### src/rtl/hidden_layer_sequencer.sv
// hidden_layer_sequencer
//   Time-multiplexed hidden-layer controller. One shared 8x8 MAC walks all
//   weights of each neuron in turn. Each sum is clamped to the sigmoid input
//   range and looked up in an external sigmoid LUT. The activated byte is then
//   written to the layer output buffer.
//
// Ports
//   clk       rising-edge clock
//   rst       synchronous active-high reset
//   start     one-cycle layer request, only honoured in idle
//   busy      high while a layer evaluation is in flight
//   done      one-cycle pulse after the last output write
//   in_addr   input-pixel buffer address (input index)
//   in_data   unsigned pixel byte, valid one cycle after in_addr
//   w_addr    weight ROM address (neuron * N_INPUTS + input index)
//   w_data    signed weight byte, valid one cycle after w_addr
//   lut_addr  sigmoid LUT address (offset-binary saturated sum)
//   lut_data  activated byte, valid LUT_LAT cycles after lut_addr
//   out_we    output buffer write strobe
//   out_addr  output buffer address (neuron index)
//   out_data  activated neuron value, held until the next write
module hidden_layer_sequencer #(
   parameter int N_INPUTS  = 37,
   parameter int N_NEURONS = 16,
   parameter int SUM_MIN   = -32768,
   parameter int SUM_MAX   = 32767,
   parameter int LUT_LAT   = 1
) (
   input  logic        clk,
   input  logic        rst,
   input  logic        start,
   output logic        busy,
   output logic        done,
   output logic [5:0]  in_addr,
   input  logic [7:0]  in_data,
   output logic [9:0]  w_addr,
   input  logic [7:0]  w_data,
   output logic [15:0] lut_addr,
   input  logic [7:0]  lut_data,
   output logic        out_we,
   output logic [3:0]  out_addr,
   output logic [7:0]  out_data
);

   typedef enum logic [2:0] {
      StIdle,
      StMac,
      StDrain,
      StSat,
      StLut,
      StWrite,
      StFin
   } state_e;

   state_e             state_q, state_d;
   logic [5:0]         in_addr_q, in_addr_d;
   logic [9:0]         w_addr_q, w_addr_d;
   logic [15:0]        lut_addr_q, lut_addr_d;
   logic [7:0]         out_data_q, out_data_d;
   logic signed [31:0] acc_q, acc_d;
   logic [3:0]         neuron_q, neuron_d;
   logic               valid_q, valid_d;
   logic [1:0]         lut_cnt_q, lut_cnt_d;

   logic signed [16:0] in_ext, w_ext, prod;
   logic signed [31:0] prod_ext;
   logic signed [15:0] sat;
   logic [15:0]        sat_addr;

   // Unsigned pixel times signed weight; 17 bits hold the full product range.
   always_comb begin
      in_ext   = {9'b0, in_data};
      w_ext    = {{9{w_data[7]}}, w_data};
      prod     = in_ext * w_ext;
      prod_ext = {{15{prod[16]}}, prod};
   end

   always_comb begin
      if (acc_q > SUM_MAX) begin
         sat = 16'(SUM_MAX);
      end else if (acc_q < SUM_MIN) begin
         sat = 16'(SUM_MIN);
      end else begin
         sat = acc_q[15:0];
      end
      // Offset binary: flipping the sign bit maps -32768..32767 onto 0..0xFFFF.
      sat_addr = sat ^ 16'h8000;
   end

   always_comb begin
      state_d    = state_q;
      in_addr_d  = in_addr_q;
      w_addr_d   = w_addr_q;
      lut_addr_d = lut_addr_q;
      out_data_d = out_data_q;
      acc_d      = acc_q;
      neuron_d   = neuron_q;
      valid_d    = 1'b0;
      lut_cnt_d  = lut_cnt_q;

      // Operands arrive one cycle after their address, so accumulate on the
      // registered valid; this also covers the DRAIN cycle.
      if (valid_q) begin
         acc_d = acc_q + prod_ext;
      end

      case (state_q)
         StIdle: begin
            if (start) begin
               state_d   = StMac;
               acc_d     = '0;
               neuron_d  = '0;
               in_addr_d = '0;
               w_addr_d  = '0;
            end
         end
         StMac: begin
            valid_d = 1'b1;
            if (in_addr_q == 6'(N_INPUTS - 1)) begin
               state_d = StDrain;
            end else begin
               in_addr_d = in_addr_q + 6'd1;
               w_addr_d  = w_addr_q + 10'd1;
            end
         end
         StDrain: begin
            state_d = StSat;
         end
         StSat: begin
            lut_addr_d = sat_addr;
            lut_cnt_d  = '0;
            state_d    = StLut;
         end
         StLut: begin
            if (lut_cnt_q == 2'(LUT_LAT - 1)) begin
               out_data_d = lut_data;
               state_d    = StWrite;
            end else begin
               lut_cnt_d = lut_cnt_q + 2'd1;
            end
         end
         StWrite: begin
            acc_d    = '0;
            neuron_d = neuron_q + 4'd1;
            if (neuron_q == 4'(N_NEURONS - 1)) begin
               state_d = StFin;
            end else begin
               state_d   = StMac;
               in_addr_d = '0;
               // w_addr holds the last weight of this neuron; the next one follows it.
               w_addr_d  = w_addr_q + 10'd1;
            end
         end
         StFin: begin
            state_d = StIdle;
         end
         default: begin
            state_d = StIdle;
         end
      endcase
   end

   always_ff @(posedge clk) begin
      if (rst) begin
         state_q    <= StIdle;
         in_addr_q  <= '0;
         w_addr_q   <= '0;
         lut_addr_q <= '0;
         out_data_q <= '0;
         acc_q      <= '0;
         neuron_q   <= '0;
         valid_q    <= 1'b0;
         lut_cnt_q  <= '0;
      end else begin
         state_q    <= state_d;
         in_addr_q  <= in_addr_d;
         w_addr_q   <= w_addr_d;
         lut_addr_q <= lut_addr_d;
         out_data_q <= out_data_d;
         acc_q      <= acc_d;
         neuron_q   <= neuron_d;
         valid_q    <= valid_d;
         lut_cnt_q  <= lut_cnt_d;
      end
   end

   always_comb begin
      busy     = (state_q != StIdle) && (state_q != StFin);
      done     = (state_q == StFin);
      out_we   = (state_q == StWrite);
      out_addr = neuron_q;
      in_addr  = in_addr_q;
      w_addr   = w_addr_q;
      out_data = out_data_q;
      // The LUT address is presented during SAT so the LUT's read latency
      // lines up with the LUT state; the register then holds it.
      lut_addr = (state_q == StSat) ? sat_addr : lut_addr_q;
   end

endmodule
### config.mk
export PLATFORM = sky130hd
export DESIGN_NAME = hidden_layer_sequencer
export DESIGN_NICKNAME = d
export VERILOG_FILES = /design/src/rtl/hidden_layer_sequencer.sv
export SDC_FILE = /design/constraint.sdc
export NUM_CORES = 1
export LEC_CHECK = 0
export BUFFER_PORTS_ARGS = -buffer_cell sky130_fd_sc_hd__buf_2
export CAP_MARGIN = 15
export CORE_ASPECT_RATIO = 1.25
export CORE_MARGIN = 4
export CORE_UTILIZATION = 30
export CTS_CLUSTER_SIZE = 24
export DETAILED_ROUTE_END_ITERATION = 12
export PLACE_DENSITY = 0.49
export SYNTH_ARGS = -nofsm -noshare
export SYNTH_HDL_FRONTEND = slang
export SYNTH_SLANG_ARGS = --single-unit
### constraint.sdc
create_clock -name clk -period 6.6 [get_ports clk]
set_clock_uncertainty 0.05 [all_clocks]
set_input_delay 0.66 -clock clk [delete_from_list [all_inputs] [get_ports clk]]
set_output_delay 0.66 -clock clk [all_outputs]
set_load 0.02 [all_outputs]
After elaboration in Yosys (flattened, before gate mapping)
Index checks and enable logic that the tools add are counted.
- mux-type cells: 24
- add/sub/neg operators: 5
- $lt $le $gt $ge: 2
- multiply operators: 1
- reductions and logical operators: 12
- bitwise operators: 1
- equality and inequality tests: 15
- operators with widths (operator ; number):
    $mux 32 ; 2
    $pmux 32 s2 ; 1
    $mux 16 ; 3
    $add 32x17->32 ; 1
    $gt 32x16->1 const B ; 1
    $lt 32x16->1 const B ; 1
    $mux 10 ; 3
    $pmux 10 s3 ; 1
    $mux 6 ; 3
    $pmux 3 s6 ; 1
    $pmux 6 s3 ; 1
    $mul 9x8->17 ; 1
    $mux 3 ; 4
    $ne 2x2->1 const B ; 6
    $add 10x1->10 const B ; 1
    $eq 3x3->1 const B ; 3
    $pmux 4 s2 ; 1
    $add 6x1->6 const B ; 1
    $eq 3x2->1 const B ; 2
    $eq 6x6->1 const B ; 1
    $reduce_and 2->1 ; 3
    $reduce_bool 3->1 ; 2
    $add 4x1->4 const B ; 1
    $eq 4x4->1 const B ; 1
    other kinds (14) ; 15
- output and inout bits: 47
- word-level logic and storage cells: 69
- register bits: 82
- bits of input ports: 27

Logic depth before layout (Yosys ltp)
Gate-level depths: netlist (run 1).
- word-level depth: 5
- gate-level depth with buffers: 19
- mapped depth without buffers: 19

Worst setup path before layout (run 1)
No wires, ideal clock.
- kind: input to register
- from: in w_data[7]
- to: reg acc_q[25]
- required time: 6.488 ns
- setup time: 0.062 ns
- path slack: 1.422 ns
- buffers on the path: 0
- arrival: 5.066 ns
- stages: 17
- cells stage by stage: clkinv_1 nor2_1 fa_1 fa_1 inv_1 fa_1 inv_1 fa_1 ha_1 ha_1 a21oi_1 nand2_1 o31a_1 o21ai_1 a21oi_1 or3_1 nand3_1
- cells in the longest elaborated chain, start to end: 5
- RTL lines (item ; RTL line ; RTL):
    start, declared ; 37 ; input logic [7:0] w_data,
    $mul 9x8->17 * ; 74 ; prod = in_ext * w_ext;
    $add 32x17->32 * ; 104 ; acc_d = acc_q + prod_ext;
    $mux 32 * ; 103 ; if (valid_q) begin
    $mux 32 ; 109 ; if (start) begin
    $pmux 32 s2 * ; 107 ; case (state_q)
    end signal, assigned ; 170 ; acc_q <= '0;
    end signal, assigned ; 180 ; acc_q <= acc_d;
    end, declared ; 60 ; logic signed [31:0] acc_q, acc_d;
Mark *: on every way between the ends. The rest lies on a longest branch, timed or not.
A chain may end at the register's enable or synchronous reset.

Final worst setup path (run 1)
- from: in w_data[7]
- to: reg acc_q[31]
The elaborated chain is that of the path after synthesis.

==> results of run 1 <==
## flip-flops by register name (all words and copies together), names as in the netlist
name / count
state_q: 3
lut_cnt_q: 2
acc_q: 32
lut_addr_q: 16
w_addr: 10
out_addr: 4
in_addr: 6
valid_q: 1
out_data: 8
## cells by family (layout without fill, tap and decap cells)
kind of cell,count (synthesis),count (layout),synth area share [%]
DFF,82,82,21.76
and+or+nand+nor,325,325,21.26
muxes,20,20,2.670
AOI/OAI and AO/OA,158,158,13.04
xor gates and xnor gates,30,30,3.483
adders and majority gates,164,164,32.28
buffers and inverters,106,171,5.507
## power by group
part | switching (mW) | total, mW | internal [mW]
clock | 0.235 | 0.535 | 0.299
sequential | 0.0543 | 0.590 | 0.535
combinational | 0.805 | 1.34 | 0.534
## final cells by class
cell class,instances,area (µm²)
Clock inverter,7,82.58
Timing Repair Buffer,78,402.9
Sequential cell,82,1642
Tap cell,330,412.9
Multi-Input combinational cell,697,5487
Fill cell,2689,16120
Clock buffer,9,225.2
Inverter,77,289.0
## Yosys cell counts (3+ instances only)
library cell               count  area [µm²]
sky130_fd_sc_hd__ha_1        113        1414
sky130_fd_sc_hd__nand2_1      95       356.6
sky130_fd_sc_hd__dfxtp_1      82        1642
sky130_fd_sc_hd__nor2_1       78       292.8
sky130_fd_sc_hd__inv_1        76       285.3
sky130_fd_sc_hd__fa_1         51        1021
sky130_fd_sc_hd__o21ai_0      48       240.2
sky130_fd_sc_hd__a21oi_1      42       210.2
sky130_fd_sc_hd__and2_1       30       187.7
sky130_fd_sc_hd__nor2b_1      23       143.9
sky130_fd_sc_hd__clkbuf_1     20       75.07
sky130_fd_sc_hd__mux2i_1      19       190.2
sky130_fd_sc_hd__nand3_1      18       90.09
sky130_fd_sc_hd__nand4_1      18       112.6
sky130_fd_sc_hd__nor3_1       17       85.08
sky130_fd_sc_hd__xnor2_1      16       140.1
sky130_fd_sc_hd__xor2_1       14       122.6
sky130_fd_sc_hd__a211oi_1     13       97.59
sky130_fd_sc_hd__a21o_1       10       75.07
sky130_fd_sc_hd__nand2b_1      8       50.05
sky130_fd_sc_hd__nor4_1        8       50.05
sky130_fd_sc_hd__or3_1         7       43.79
sky130_fd_sc_hd__o211ai_1      6       45.04
sky130_fd_sc_hd__a31oi_1       5       31.28
sky130_fd_sc_hd__and3_1        5       31.28
sky130_fd_sc_hd__buf_1         5       18.77
sky130_fd_sc_hd__o21bai_1      5       37.54
sky130_fd_sc_hd__a221oi_1      4       35.03
sky130_fd_sc_hd__o31ai_1       4       30.03
sky130_fd_sc_hd__or2_2         4       25.02
sky130_fd_sc_hd__o22ai_1       3       18.77
## placed cells by master (no fill, tap or decap), types with 30 or more instances in the layout
master | netlist | layout
sky130_fd_sc_hd__ha_1 | 113 | 113
sky130_fd_sc_hd__nand2_1 | 95 | 95
sky130_fd_sc_hd__dfxtp_1 | 82 | 82
sky130_fd_sc_hd__nor2_1 | 78 | 78
sky130_fd_sc_hd__inv_1 | 76 | 76
sky130_fd_sc_hd__buf_2 | 2 | 73
sky130_fd_sc_hd__fa_1 | 51 | 51
sky130_fd_sc_hd__o21ai_0 | 48 | 48
sky130_fd_sc_hd__a21oi_1 | 42 | 42
sky130_fd_sc_hd__and2_1 | 30 | 30
## routing by layer
layer  part of all wire, %  global-route usage (%)  vias up  wire (µm)
li1                      -                       -     3175          -
met1                    43                   18.17     3043       8379
met2                    52                   25.60      105      10110
met3                   3.1                   1.884       21        603
met4                   1.8                   4.284        0        351
met5                     0                       0        -          0
## through the flow
stage	hold WS (ps)	total power, mW	instance area (µm²)	setup slack [ps]
floorplan	413.0	1.619	7543	1422
finish	429.9	2.464	8541	1091
CTS	434.4	2.505	8541	1039
global route	470.1	2.728	8541	705.6
detailed placement	425.0	1.956	8233	669.8
global placement	416.5	1.960	8233	780.5
## worst max path at each step
stage / to / cells past startpoint / slack [ps]
final: acc_q[31] / 17 / 1090
after global routing: acc_q[31] / 17 / 710
after CTS: acc_q[25] / 17 / 1040
after detailed placement: acc_q[31] / 17 / 670
after global placement: acc_q[25] / 17 / 780
after floorplan: acc_q[25] / 17 / 1420
## worst max-delay path, stage by stage
cell,delay [ps]
sky130_fd_sc_hd__buf_2,90
sky130_fd_sc_hd__buf_4,300
sky130_fd_sc_hd__nand2b_1,130
sky130_fd_sc_hd__fa_1,520
sky130_fd_sc_hd__fa_1,560
sky130_fd_sc_hd__inv_1,60
sky130_fd_sc_hd__fa_1,500
sky130_fd_sc_hd__fa_1,580
sky130_fd_sc_hd__fa_1,420
sky130_fd_sc_hd__ha_1,350
sky130_fd_sc_hd__o21ai_0,150
sky130_fd_sc_hd__nor3_1,260
sky130_fd_sc_hd__nor4_1,120
sky130_fd_sc_hd__nor3_1,210
sky130_fd_sc_hd__o21ai_0,170
sky130_fd_sc_hd__a2111oi_0,500
sky130_fd_sc_hd__nor3_1,90
==> tab_implementation.tex, run 1 <==
\begin{tabular}{lr}
\hline
Metric & Value \\
\hline
\multicolumn{2}{l}{\textbf{Placement}} \\
\quad Placed Cells & 1264 \\
\quad Gp weighted congestion & 0.8779 \\
\quad Buffers on Ports & 73 \\
\quad Placed wire-length estimate & 15390 µm \\
\multicolumn{2}{l}{\textbf{Global route}} \\
\quad Combined global-route utilization of all metal layers & around 14\% \\
\quad Overall overflow remaining after global route & 0 \\
\quad Via count of the first global-routing pass & 6207 \\
\quad Largest net degree at the start of global routing & 43 \\
\quad Antenna violations before repair & 0 \\
\quad Wire length of the first global-routing pass & 32060 µm \\
\multicolumn{2}{l}{\textbf{Routing}} \\
\quad Vias per Instance & $\sim$5.0 \\
\quad Wirelength per Cell & 15.19 µm \\
\quad Total via count in the routed design & 6344 \\
\quad Number of iterations in the first detailed-routing pass & 4 \\
\quad Number of routed nets with antenna violations & 0 \\
\quad Final wirelength & roughly 19000 µm \\
\quad Detailed-route DRC error count & 0 \\
\quad Number of DRC violations after detailed-routing iteration 0 & 231 \\
\multicolumn{2}{l}{\textbf{Run status}} \\
\quad Status & complete, no violations \\
\multicolumn{2}{l}{\textbf{Layout}} \\
\quad Final core utilization & about a third \\
\quad Number of standard cells in the final layout excluding fillers & 1280 \\
\quad Relative area change from synthesis to final layout & 13.22\% \\
\quad Diodes inserted & 0 \\
\quad Share of post-route cells with drive strength above 1 & 11.16\% \\
\quad Total number of nets in the final design & 1136 \\
\multicolumn{2}{l}{\textbf{STA}} \\
\quad Unrepaired setup endpoints after global routing & false \\
\quad Slew Limit Headroom & a little over two fifths \\
\quad Tcrit/Tclk final & roughly 83\% \\
\quad Final hold viol count & 0 \\
\quad Final total negative setup slack & 0 ps \\
\quad \# setup viols final & 0 \\
\quad Worst-Margin Slew & 874.6 ps \\
\quad Final count of pins violating max slew & 0 \\
\quad Min cycle time layout & approximately 5500 ps \\
\quad Highest clock frequency the design can meet & between 0.15 and 0.2 GHz \\
\multicolumn{2}{l}{\textbf{Synthesis}} \\
\quad Async set-or-reset flop fraction in the synthesized netlist & 0\% \\
\quad Avg Inst Size Synth & 8.524 µm² \\
\quad Number of register bits inferred by synthesis & between 80 and 90 \\
\quad Number of distinct library cells after synthesis & just over 60 \\
\quad Synthesized netlist net count & 1076 \\
\quad Syn. warnings & 0 \\
\quad Number of flops mapped to enable cells by yosys & 0 \\
\quad Sequential share of the synthesized area & 21.76\% \\
\quad Post-Syn Instances & around 900 \\
\quad Area of the mapped netlist & 0.007543 mm² \\
\quad Commonest register cell after synthesis & sky130\_fd\_sc\_hd\_\_dfxtp\_1 \\
\multicolumn{2}{l}{\textbf{CTS}} \\
\quad CTS HTree Levels & 3 \\
\quad Post-cts gate resize count & 0 \\
\quad Cell chosen for the clock root & sky130\_fd\_sc\_hd\_\_clkbuf\_16 \\
\quad Post-CTS setup buffers & 0 \\
\quad TritonCTS buffer count & 9 \\
\quad Sinks on Clock Net & around 80 \\
\quad Cts-stage hold buffer count & 0 \\
\quad Clock transition at the registers of the reported paths & 70 ps \\
\quad Maximum buffer depth of the clock tree & 2 \\
\quad Clock tree from TritonCTS & done \\
\quad Clock network latency to the later pin of the worst-skew pair & 350 ps \\
\multicolumn{2}{l}{\textbf{Worst hold path}} \\
\quad Hold path depth & 2 \\
\quad End point of the most critical hold path & w\_addr[9] \\
\quad Type of the tightest min-delay check & flip-flop to flip-flop \\
\quad Hold path start & w\_addr[9] \\
\multicolumn{2}{l}{\textbf{Setup path}} \\
\quad Worst reg2reg path startpoint & acc\_q[6] \\
\quad Worst R2R End & acc\_q[25] \\
\quad WP data arrival & 5680 ps \\
\quad Number of cells on the worst reg-to-reg path & 17 \\
\quad Crit path launch type & input port \\
\quad Setup Crit Path Kind & input port to flip-flop \\
\quad R2R Setup Slk & 1400 ps \\
\quad Data required, critical path & between 6000 and 7000 ps \\
\quad Crit path max fanout & 18 \\
\quad CP endpoint kind & flip-flop \\
\quad Startpoint of the worst setup timing path & w\_data[7] \\
\multicolumn{2}{l}{\textbf{Pwr}} \\
\quad Leakage power total & around 3.9 nW \\
\quad Largest voltage drop on the vdd net & 0.1296 mV \\
\quad Power density over the cells & 288.5 mW/mm² \\
\multicolumn{2}{l}{\textbf{Floorplanning}} \\
\quad IO Count & 74 \\
\quad Die height & 185.3 µm \\
\quad Number of standard-cell rows in the floorplan & 64 \\
\quad Area enclosed by the die boundary & 0.02776 mm² \\
\quad Effective utilization at floorplan & 30.59\% \\
\quad Area of the core & 0.02466 mm² \\
\quad Die width & 149.8 µm \\
\multicolumn{2}{l}{\textbf{Flow run}} \\
\quad Reported max-cap violation count & 0 \\
\hline
\end{tabular}
Note: power is estimated with default switching activity, not from simulation.
==> run 2: changes to the inputs <==
ABC_AREA = 1   (was default)
PLACE_DENSITY = 0.5   (was 0.49)
clock period = 4.67 ns   (was 6.6 ns; I/O delays follow)
==> run 2 against run 1 <==
Total power is 76% higher. Highest routed layer unchanged. Utilization is 1.5 points higher. Die area is 12% higher. Largest power group unchanged. Register-to-register slack worse by 1100 ps. Non-clock buffer count is 50 higher. Setup slack worse by 830 ps. Final area is 17% higher. Largest cell class unchanged.
==> tab_implementation.tex, run 2 <==
\begin{tabular}{lr}
\hline
Metric & Value \\
\hline
\multicolumn{2}{l}{\textbf{Floorplanning}} \\
\quad Area of the core & 0.02774 mm² (was 0.02466 mm²) \\
\quad Effective utilization at floorplan & 30.59\% (about the same) \\
\quad IO Count & 74 (unchanged) \\
\quad Number of standard-cell rows in the floorplan & 68 (was 64) \\
\quad Die height & 196.0 µm (was 185.3 µm) \\
\quad Area enclosed by the die boundary & 0.03105 mm² (was 0.02776 mm²) \\
\quad Die width & 158.4 µm (was 149.8 µm) \\
\multicolumn{2}{l}{\textbf{Global route}} \\
\quad Wire length of the first global-routing pass & 37590 µm (was 32060 µm) \\
\quad Combined global-route utilization of all metal layers & 14.82\% (was 14.41\%) \\
\quad Via count of the first global-routing pass & 7847 (was 6207) \\
\quad Antenna violations before repair & 0 (unchanged) \\
\quad Overall overflow remaining after global route & 0 (unchanged) \\
\quad Largest net degree at the start of global routing & 34 (was 43) \\
\multicolumn{2}{l}{\textbf{Synthesis}} \\
\quad Synth Area in Adders & 28.70\% (was 32.28\%) \\
\quad Synthesized netlist net count & 1444 (was 1076) \\
\quad Largest family of logic cells by synthesized area & simple AND/OR/NAND/NOR gates (was adder cells) \\
\quad Fraction of synthesized cell area taken by the top area cell type & 19.35\% (was 21.76\%) \\
\quad Leading cell types by total area after synthesis & sky130\_fd\_sc\_hd\_\_dfxtp\_1 19\%, sky130\_fd\_sc\_hd\_\_ha\_1 17\%, sky130\_fd\_sc\_hd\_\_nand2\_1 16\%, sky130\_fd\_sc\_hd\_\_fa\_1 12\%, sky130\_fd\_sc\_hd\_\_inv\_1 12\% (was sky130\_fd\_sc\_hd\_\_dfxtp\_1 22\%, sky130\_fd\_sc\_hd\_\_ha\_1 19\%, sky130\_fd\_sc\_hd\_\_fa\_1 14\%, sky130\_fd\_sc\_hd\_\_nand2\_1 4.7\%, sky130\_fd\_sc\_hd\_\_nor2\_1 3.9\%) \\
\quad Area of the mapped netlist & 0.008484 mm² (was 0.007543 mm²) \\
\quad Avg Inst Size Synth & 6.771 µm² (was 8.524 µm²) \\
\quad Sequential share of the synthesized area & 19.35\% (was 21.76\%) \\
\quad Share of the synthesized area in compound gates (AO/OA/AOI/OAI) & 8.111\% (was 13.04\%) \\
\quad Largest area contributor in the netlist & sky130\_fd\_sc\_hd\_\_dfxtp\_1 (unchanged) \\
\quad Number of distinct library cells after synthesis & 45 (was 61) \\
\quad Commonest register cell after synthesis & sky130\_fd\_sc\_hd\_\_dfxtp\_1 (unchanged) \\
\quad Async set-or-reset flop fraction in the synthesized netlist & 0\% (unchanged) \\
\quad Commonest cells in the synthesized netlist & 370 x sky130\_fd\_sc\_hd\_\_nand2\_1, 269 x sky130\_fd\_sc\_hd\_\_inv\_1, 113 x sky130\_fd\_sc\_hd\_\_ha\_1 (was 113 x sky130\_fd\_sc\_hd\_\_ha\_1, 95 x sky130\_fd\_sc\_hd\_\_nand2\_1, 82 x sky130\_fd\_sc\_hd\_\_dfxtp\_1) \\
\quad XOR/XNOR Fraction of Synth Area & 0.9291\% (was 3.483\%) \\
\quad Syn. warnings & 0 (unchanged) \\
\quad Most common cell in the synthesized netlist & sky130\_fd\_sc\_hd\_\_nand2\_1 (was sky130\_fd\_sc\_hd\_\_ha\_1) \\
\quad Multiplexer share of the synthesized area & 0\% (was 2.670\%) \\
\quad Number of register bits inferred by synthesis & 82 (unchanged) \\
\quad Fraction of the mapped netlist area in simple logic gates & 28.73\% (was 21.26\%) \\
\quad Post-Syn Instances & 1253 (was 885) \\
\quad Number of flops mapped to enable cells by yosys & 0 (unchanged) \\
\multicolumn{2}{l}{\textbf{Layout}} \\
\quad Most frequent standard cell in the layout excluding fill and tap cells & sky130\_fd\_sc\_hd\_\_nand2\_1 (was sky130\_fd\_sc\_hd\_\_ha\_1) \\
\quad Commonest cells after routing, fill and taps aside & 366 x sky130\_fd\_sc\_hd\_\_nand2\_1, 269 x sky130\_fd\_sc\_hd\_\_inv\_1, 104 x sky130\_fd\_sc\_hd\_\_ha\_1 (was 113 x sky130\_fd\_sc\_hd\_\_ha\_1, 95 x sky130\_fd\_sc\_hd\_\_nand2\_1, 82 x sky130\_fd\_sc\_hd\_\_dfxtp\_1) \\
\quad Total number of nets in the final design & 1548 (was 1136) \\
\quad Number of standard cells in the final layout excluding fillers & 1712 (was 1280) \\
\quad Fill count & 3017 (was 2689) \\
\quad Relative area change from synthesis to final layout & 18.12\% (was 13.22\%) \\
\quad Diodes inserted & 0 (unchanged) \\
\quad Share of post-route cells with drive strength above 1 & 15.27\% (was 11.16\%) \\
\quad Largest register by flop count & acc\_q (unchanged) \\
\quad Summed area of non-filler cells in the final layout & 0.01002 mm² (was 0.008541 mm²) \\
\quad Max reg flops & 32 (unchanged) \\
\multicolumn{2}{l}{\textbf{STA}} \\
\quad Final hold viol count & 0 (unchanged) \\
\quad Final count of pins violating max slew & 0 (unchanged) \\
\quad Highest clock frequency the design can meet & 0.2270 GHz \\
\quad Unrepaired setup endpoints after global routing & false (unchanged) \\
\quad Slew Limit Headroom & 52.77\% (was 41.69\%) \\
\quad Tcrit/Tclk final & 94.32\% \\
\quad Worst-Margin Slew & 705.8 ps (was 874.6 ps) \\
\quad \# setup viols final & 0 (unchanged) \\
\quad Worst hold slack & 347.5 ps (was 429.9 ps) \\
\quad Min cycle time layout & 4405 ps \\
\multicolumn{2}{l}{\textbf{Routing}} \\
\quad Final wirelength & 22170 µm (was 19450 µm) \\
\quad Number of routed nets with antenna violations & 0 (unchanged) \\
\quad Number of iterations in the first detailed-routing pass & 5 (was 4) \\
\quad Vias per Instance & 4.497 (was 4.956) \\
\quad Number of DRC violations after detailed-routing iteration 0 & 319 (was 231) \\
\quad Wirelength per Cell & 12.95 µm (was 15.19 µm) \\
\quad Detailed-route DRC error count & 0 (unchanged) \\
\quad Total via count in the routed design & 7699 (was 6344) \\
\multicolumn{2}{l}{\textbf{CTS}} \\
\quad Post-CTS setup buffers & 0 (unchanged) \\
\quad Cell chosen for the clock root & sky130\_fd\_sc\_hd\_\_clkbuf\_16 (unchanged) \\
\quad Cts-stage hold buffer count & 0 (unchanged) \\
\quad CTS HTree Levels & 3 (unchanged) \\
\quad Clock transition at the registers of the reported paths & 70 ps (about the same) \\
\quad Clock tree from TritonCTS & done (unchanged) \\
\quad Clock network latency to the later pin of the worst-skew pair & 350 ps (about the same) \\
\quad Sinks on Clock Net & 82 (unchanged) \\
\quad TritonCTS buffer count & 9 (unchanged) \\
\quad Maximum buffer depth of the clock tree & 2 (unchanged) \\
\multicolumn{2}{l}{\textbf{Worst hold path}} \\
\quad Type of the tightest min-delay check & input port to flip-flop (was flip-flop to flip-flop) \\
\multicolumn{2}{l}{\textbf{Setup path}} \\
\quad Chain of cells forming the critical path & buf\_2, or2\_2, fa\_1, fa\_1, inv\_1, fa\_1, fa\_1, fa\_2, ha\_4, nand2\_2, nor2\_2, buf\_4, nand3\_1, nand3b\_1, nand2\_1, nand3\_1, nand3\_1, nand2\_1, inv\_1 (was buf\_2, buf\_4, nand2b\_1, fa\_1, fa\_1, inv\_1, fa\_1, fa\_1, fa\_1, ha\_1, o21ai\_0, nor3\_1, nor4\_1, nor3\_1, o21ai\_0, a2111oi\_0, nor3\_1) \\
\quad Setup Crit Path Kind & input port to flip-flop (unchanged) \\
\quad Crit path launch type & input port (unchanged) \\
\quad Crit path max fanout & 5 (was 18) \\
\quad Largest stage delay on the critical path & 530 ps (was 580 ps) \\
\quad WP data arrival & 4600 ps (was 5680 ps) \\
\quad Most common cell on crit path & sky130\_fd\_sc\_hd\_\_fa\_1 (unchanged) \\
\quad Data required, critical path & 4870 ps (was 6770 ps) \\
\quad Slowest cell on the critical path & sky130\_fd\_sc\_hd\_\_fa\_1 (unchanged) \\
\quad CP endpoint kind & flip-flop (unchanged) \\
\multicolumn{2}{l}{\textbf{Placement}} \\
\quad Placed wire-length estimate & 18580 µm (was 15390 µm) \\
\quad Cell Area, Placed & 0.009557 mm² (was 0.008233 mm²) \\
\quad Gp weighted congestion & 0.8832 (was 0.8779) \\
\quad Placed Cells & 1695 (was 1264) \\
\quad Buffers on Ports & 73 (unchanged) \\
\multicolumn{2}{l}{\textbf{Pwr}} \\
\quad Leakage power total & 5.676 nW (was 3.941 nW) \\
\quad Largest voltage drop on the vdd net & 0.2166 mV (was 0.1296 mV) \\
\quad Power density over the cells & 432.8 mW/mm² (was 288.5 mW/mm²) \\
\multicolumn{2}{l}{\textbf{Flow run}} \\
\quad Reported max-cap violation count & 0 (unchanged) \\
\multicolumn{2}{l}{\textbf{Run status}} \\
\quad Status & complete, no violations (unchanged) \\
\hline
\end{tabular}
## run 2: cell types whose count changed in the layout (fill, tap and decap cells not counted), moves of 9 or more
cell / delta
sky130_fd_sc_hd__nand2_1: +271
sky130_fd_sc_hd__inv_1: +193
sky130_fd_sc_hd__buf_4: +49
sky130_fd_sc_hd__nand3_1: +42
sky130_fd_sc_hd__and2_1: -27
sky130_fd_sc_hd__o21ai_0: -27
sky130_fd_sc_hd__a21oi_1: +26
sky130_fd_sc_hd__nor2b_1: -23
sky130_fd_sc_hd__mux2i_1: -19
sky130_fd_sc_hd__xnor2_1: -14
sky130_fd_sc_hd__a211oi_1: -13
sky130_fd_sc_hd__ha_1: -9
## run 2: final cells by class
| class | instances | area [µm²] | area share, % |
|---|---|---|---|
| multi-input cells | 860 | 5792 | 57.79 |
| clock inverters | 5 | 62.56 | 0.6242 |
| repair buffers | 128 | 804.5 | 8.027 |
| clock buffers | 11 | 242.7 | 2.422 |
| flip-flops and latches | 82 | 1642 | 16.38 |
| well taps | 350 | 437.9 | 4.370 |
| inverters | 276 | 1041 | 10.39 |
## run 2: critical path: cells and delay by family
family	cells	cell delay, ps
adders and majority gates	6	2770
buffers and inverters	4	330
and+or+nand+nor	9	1040
## run 2: final timing paths
kind / startpoint / end / slack, ps / cells past startpoint
worst min register to register: lut_cnt_q[0] / lut_cnt_q[0] / 400 / 1
worst max register to register: acc_q[6] / acc_q[28] / 310 / 22
worst min-delay path: lut_data[1] / out_data[1] / 350 / 3
worst max-delay path: in_data[0] / acc_q[23] / 270 / 19
## run 2: cells by family (layout without fill, tap and decap cells)
group,Yosys count,after routing
and+or+nand+nor,570,570
buffers and inverters,311,420
adders and majority gates,164,164
AOI/OAI and AO/OA,117,117
DFF,82,82
xor gates and xnor gates,9,9
## run 2: per-layer routing
layer / track usage [%] / up-vias / part of all wire [%]
met5: 0 / - / 0
met4: 4.172 / 0 / 1.9
met3: 1.478 / 26 / 2.5
met2: 27.48 / 92 / 51
met1: 17.90 / 3528 / 45
li1: - / 4053 / -
## run 2: where the power goes
part	total (mW)	internal, mW	switching, mW
combinational	2.76	1.15	1.61
clock	0.747	0.433	0.314
sequential	0.835	0.768	0.0670
## run 2: repair_timing
item                                    in CTS  in global routing
endpoints found under the setup margin       3                 24
pin swaps                                    0                 15
endpoints found under the hold margin        0                  0
resized for setup                            2                 25
## run 2: per-stage QoR
step	TNS (ps)	utilization [%]	power, mW	setup slack (ps)
6_report	0	36.13	4.337	265.5
3_5_place_dp	-7402	34.46	3.441	-382.1
4_1_cts	0	35.62	4.243	8.283
2_1_floorplan	0	-	2.591	5.634
3_3_place_gp	-6184	34.46	3.446	-324.8
5_1_grt	0	36.13	4.810	18.61
